## config.mk

```make
export PLATFORM = sky130hd
export DESIGN_NAME = add_sub_seq
export DESIGN_NICKNAME = d
export VERILOG_FILES = /design/src/rtl/add_sub_seq.sv
export SDC_FILE = /design/constraint.sdc
export NUM_CORES = 1
export LEC_CHECK = 0
export BUFFER_PORTS_ARGS = -buffer_cell sky130_fd_sc_hd__buf_2
export CELL_PAD_IN_SITES_DETAIL_PLACEMENT = 0
export CELL_PAD_IN_SITES_GLOBAL_PLACEMENT = 2
export CORE_ASPECT_RATIO = 1.1
export CORE_UTILIZATION = 25
export CTS_BUF_LIST = sky130_fd_sc_hd__clkbuf_8
export DETAILED_ROUTE_END_ITERATION = 6
export PLACE_DENSITY_LB_ADDON = 0.1
export SYNTH_ARGS = -nofsm -noshare
export SYNTH_HDL_FRONTEND = slang
export SYNTH_SLANG_ARGS = --single-unit
```

## constraint.sdc

```tcl
create_clock -name clock -period 7.35 [get_ports clock]
set_input_delay 0.3675 -clock clock [delete_from_list [all_inputs] [get_ports clock]]
set_output_delay 0.3675 -clock clock [all_outputs]
set_load 0.05 [all_outputs]
```

## src/rtl/add_sub_seq.sv

```systemverilog
// -----------------------------------------------------------------------------
// add_sub_seq
// Sequential adder/subtractor. It processes CHUNK bits per clock, so one
// WIDTH-bit operation takes WIDTH/CHUNK cycles. The carry passes between chunks
// in a register, which keeps the ripple depth per cycle at CHUNK bits.
// It reports the raw carry-out, the signed overflow and a zero flag, and has
// valid/ready handshakes on both the input side and the output side.
//
// Parameters
//   WIDTH      operand/result width in bits
//   CHUNK      bits processed per cycle; must divide WIDTH
//
// Ports
//   clock      rising-edge clock
//   reset      synchronous, active-high
//   in_valid   operands/controls valid
//   in_ready   an operation can be accepted this cycle
//   a, b       operands
//   sub        0: a+b+carry_in, 1: a-b-carry_in
//   carry_in   carry (add) / borrow (sub) input
//   out_valid  result valid
//   out_ready  consumer accepts the result
//   sum        result modulo 2^WIDTH
//   carry_out  raw carry out of the MSB (sub: 1 = no borrow)
//   overflow   signed overflow
//   zero       sum == 0
// -----------------------------------------------------------------------------
module add_sub_seq #(
    parameter int WIDTH = 16,
    parameter int CHUNK = 4
) (
    input  logic             clock,
    input  logic             reset,
    input  logic             in_valid,
    output logic             in_ready,
    input  logic [WIDTH-1:0] a,
    input  logic [WIDTH-1:0] b,
    input  logic             sub,
    input  logic             carry_in,
    output logic             out_valid,
    input  logic             out_ready,
    output logic [WIDTH-1:0] sum,
    output logic             carry_out,
    output logic             overflow,
    output logic             zero
);

    localparam int            NCH      = WIDTH / CHUNK;
    localparam int            IW       = (NCH > 1) ? $clog2(NCH) : 1;
    localparam logic [IW-1:0] LAST_IDX = IW'(NCH - 1);

    typedef enum logic [1:0] {
        S_IDLE,
        S_RUN,
        S_DONE
    } state_t;

    state_t           r_state;
    logic [IW-1:0]    r_idx;
    logic [WIDTH-1:0] r_a;
    logic [WIDTH-1:0] r_b;       // already inverted for subtract
    logic             r_carry;   // carry chain between chunks
    logic [WIDTH-1:0] r_sum;
    logic             r_out_valid;
    logic             r_cout;
    logic             r_ovf;
    logic             r_zero;

    int               w_base;
    logic [CHUNK-1:0] w_a_ch;
    logic [CHUNK-1:0] w_b_ch;
    logic [CHUNK:0]   w_ch_res;
    logic [WIDTH-1:0] w_sum_next;
    logic             w_msb_cin;
    logic             w_last;
    logic             w_accept;

    // A new operation may enter while idle, or while the previous result is
    // being handed off in DONE (accept overlaps the output transfer).
    assign in_ready = (r_state == S_IDLE) | ((r_state == S_DONE) & out_ready);
    assign w_accept = in_valid & in_ready;
    assign w_last   = (r_idx == LAST_IDX);

    // Chunk adder: one CHUNK-bit slice of a and b' plus the registered carry.
    always_comb begin
        w_base     = int'(r_idx) * CHUNK;
        w_a_ch     = r_a[w_base +: CHUNK];
        w_b_ch     = r_b[w_base +: CHUNK];
        w_ch_res   = {1'b0, w_a_ch} + {1'b0, w_b_ch} + {{CHUNK{1'b0}}, r_carry};
        w_sum_next = r_sum;
        w_sum_next[w_base +: CHUNK] = w_ch_res[CHUNK-1:0];
        // On the last chunk the top slice bit is bit WIDTH-1, so this
        // recovers the carry into the MSB for the overflow flag.
        w_msb_cin  = w_a_ch[CHUNK-1] ^ w_b_ch[CHUNK-1] ^ w_ch_res[CHUNK-1];
    end

    // Operand capture: data only, no reset needed. Subtract is a + ~b + ~cin.
    always_ff @(posedge clock) begin
        if (w_accept) begin
            r_a <= a;
            r_b <= sub ? ~b : b;
        end
    end

    // Control FSM with registered result and flags.
    always_ff @(posedge clock) begin
        if (reset) begin
            r_state     <= S_IDLE;
            r_idx       <= '0;
            r_carry     <= 1'b0;
            r_out_valid <= 1'b0;
            r_sum       <= '0;
            r_cout      <= 1'b0;
            r_ovf       <= 1'b0;
            r_zero      <= 1'b0;
        end else begin
            case (r_state)
                S_IDLE: begin
                    if (w_accept) begin
                        r_carry <= sub ? ~carry_in : carry_in;
                        r_idx   <= '0;
                        r_state <= S_RUN;
                    end
                end
                S_RUN: begin
                    r_sum   <= w_sum_next;
                    r_carry <= w_ch_res[CHUNK];
                    if (w_last) begin
                        r_cout      <= w_ch_res[CHUNK];
                        r_ovf       <= w_ch_res[CHUNK] ^ w_msb_cin;
                        r_zero      <= (w_sum_next == '0);
                        r_out_valid <= 1'b1;
                        r_idx       <= '0;
                        r_state     <= S_DONE;
                    end else begin
                        r_idx <= r_idx + 1'b1;
                    end
                end
                S_DONE: begin
                    // Result and flags stay put until the consumer takes them.
                    if (out_ready) begin
                        r_out_valid <= 1'b0;
                        if (in_valid) begin
                            r_carry <= sub ? ~carry_in : carry_in;
                            r_idx   <= '0;
                            r_state <= S_RUN;
                        end else begin
                            r_state <= S_IDLE;
                        end
                    end
                end
                default: begin
                    r_state <= S_IDLE;
                end
            endcase
        end
    end

    assign out_valid = r_out_valid;
    assign sum       = r_sum;
    assign carry_out = r_cout;
    assign overflow  = r_ovf;
    assign zero      = r_zero;

endmodule

```

==> flow_metrics.py <==
metrics = {
    "critical_path": {
        "rr_worst_depth": 7,
        "crit_arrival_ns": 3.33,
        "start_kind": "flop",
        "crit_start": "r_idx[0]$_SDFFE_PP0P_",
        "r2r-end": "zero$_SDFFE_PP0P_",
        "worstPathMaxFanout": 18,
        "required_ns": 7.55,
        "path_class": "flop to flop",
        "endpoint_kind": "flop",
        "regToRegStartpoint": "r_idx[0]$_SDFFE_PP0P_",
        "ff2ff_setup_slack_ns": 4.23,
    },
    "place": {
        "portBuffers": 58,
        "dpl-instance-area_um2": 3090,
        "dp.cells": 405,
        "gp_congestion": 0.705,
        "place_ws_ns": 4.17,
        "dp_hpwl_um": 4240,
    },
    "cts": {
        "cts_hold_buf": 0,
        "cts_root_buf": "clkbuf_8",
        "tritoncts": "yes",
        "clockBufferDepth": 2,
        "clk_pin_slew_ns": 0.06,
        "cts_made_buffers": 9,
        "cts.repair.resized": 0,
        "htreeDepth": 3,
        "post_cts_buffers": 0,
        "worst_skew_pair.late_latency_ns": 0.33,
        "clkSinkCount": 57,
    },
    "worst_hold_path": {
        "holdPathEnd": "r_a[10]$_DFFE_PP_",
        "hold_class": "primary input to flop",
        "hold_path_depth": 1,
        "min_from": "a[10]",
    },
    "pwr": {
        "max-vdd-ir-drop_mv": 0.0749,
        "power.total_uw": 730,
        "power-per-cell-area_nw_per_um2": 225,
        "p_leak_nw": 1.28,
    },
    "sta": {
        "finalMaxSlewViolations": 0,
        "min_period_over_period": 0.425,
        "finalClockSkew_ns": 0.00517,
        "fmax_mhz": 320,
        "rsz0062_at_grt": "false",
        "whs_ns": 0.209,
        "fin_crit_ns": 3.12,
        "setup_violations": 0,
        "worst_pin_slew_ns": 1.17,
        "tns_ns": 0,
        "worst_slack_ns": 4.23,
        "hold_viol_final": 0,
        "max-slew-margin-rel": 0.207,
    },
    "yosys": {
        "ys.flop_type": "edfxtp_1",
        "syn_area_per_cell_um2": 12.5,
        "ys_ff_latch": 57,
        "synth_nets": 262,
        "synth_edf_count": 32,
        "synth.distinct_cells": 42,
        "syn_inst": 213,
        "yosysTopAreaCellShare": 0.361,
        "async_flop_share": 0,
        "yosys_warnings": 0,
        "yosysSeqAreaShare": 0.550,
        "synth_top_area_cell": "edfxtp_1",
        "syn_area_um2": 2660,
        "synthTopCellsByArea": "edfxtp_1, dfxtp_1, mux4_2",
    },
    "routing": {
        "drt-vias-per-instance": 4.35,
        "firstDrtPassIters": 4,
        "routed.top_layer": "met4",
        "wl_met1_um": 2620,
        "drc": 0,
        "final_antenna_net_count": 0,
        "route.vias.total": 1827,
        "wl_met2_um": 2830,
        "wl_per_cell_um": 14.0,
        "routed-wl-met3_um": 325,
        "drt-initial-drc-count": 62,
        "wirelength_um": 5880,
    },
    "global_route": {
        "antenna_found_initial": 0,
        "grt_pass1_vias": 1837,
        "grt_pass1_wl_um": 9440,
        "grt_use_total": 0.116,
        "grt_max_degree": 33,
        "gr-total-overflow": 0,
    },
    "floorplanning": {
        "dieArea_um2": 11100,
        "die-width_um": 100,
        "pin_count": 59,
        "die-height_um": 110,
        "coreArea_um2": 10300,
        "initial_core_util": 0.257,
        "rows": 39,
    },
    "final_layout": {
        "area_delta_synth_final_pct": 21.8,
        "final_common_cell": "buf_2",
        "stdcell_count": 420,
        "antenna_cells": 0,
        "final_area_um2": 3240,
        "final_cell_mix": "buf_2, edfxtp_1, nor2_1",
        "fin_nets": 322,
        "fin_util": 0.313,
        "drive_above_1_share": 0.314,
    },
    "run_status": {
        "status": "finished, final reports clean",
    },
    "run": {
        "cap_violations": 0,
    },
}
state kept, by name, summed over array words and instances (netlist names):
signal	flops
carry_out	1
out_valid	1
overflow	1
r_a	16
r_b	16
r_carry	1
r_idx	2
r_state	2
sum	16
zero	1
synthesized netlist by cell type (3+ instances only):
cell / number
a22oi_1: 10
mux4_2: 7
nor2_1: 31
edfxtp_1: 32
buf_2: 4
inv_1: 8
a21oi_1: 5
nand2_1: 8
a32oi_1: 8
dfxtp_1: 25
clkbuf_1: 5
nor4_1: 4
xor2_1: 18
nand2b_1: 3
ha_1: 9
logic make-up (layout without fill, tap and decap cells):
family                     count (synthesis)  after routing  share of synthesized area
DFF                                       57             57                      0.550
and+or+nand+nor                           57             57                      0.114
AOI/OAI and AO/OA                         39             39                      0.109
xor gates and xnor gates                  20             20                     0.0659
buffers and inverters                     20             84                     0.0315
adders and majority gates                 11             11                     0.0574
muxes                                      9              9                     0.0729
metal layers:
metal / vias to the layer above / global-route usage
li1: 907 / -
met1: 856 / 0.141
met2: 56 / 0.189
met3: 8 / 0.0378
met4: 0 / 0.0466
met5: - / 0
worst max-delay path by stage:
stage	cells past startpoint	slack (ns)	end
global route	7	3.86	zero$_SDFFE_PP0P_
detailed placement	7	4.17	zero$_SDFFE_PP0P_
global placement	7	4.17	zero$_SDFFE_PP0P_
CTS	7	4.17	zero$_SDFFE_PP0P_
finish	7	4.23	zero$_SDFFE_PP0P_
floorplan	10	4.71	zero$_SDFFE_PP0P_
worst max-delay path, stage by stage, from the launching register on:
cell and delay (ns):
dfxtp_1 0.86, inv_1 0.20, ha_1 0.42, nor4bb_1 1.00, nor3_1 0.18, nand2b_1 0.13, o2bb2ai_1 0.12, o32ai_1 0.08
area by class of cell:
cell class | instances | area (um2)
multi-input cells | 136 | 1110
well taps | 143 | 179
clock buffers | 9 | 124
clock inverters | 6 | 26.3
flip-flops and latches | 57 | 1460
inverters | 10 | 37.5
repair buffers | 59 | 298
fillers | 1087 | 7110
where the power goes:
part           switching (mW)  internal, mW
combinational          0.0779        0.0516
sequential            0.00998         0.356
clock                   0.120         0.115
total                   0.207         0.522
(Power assumes the default switching activity.)
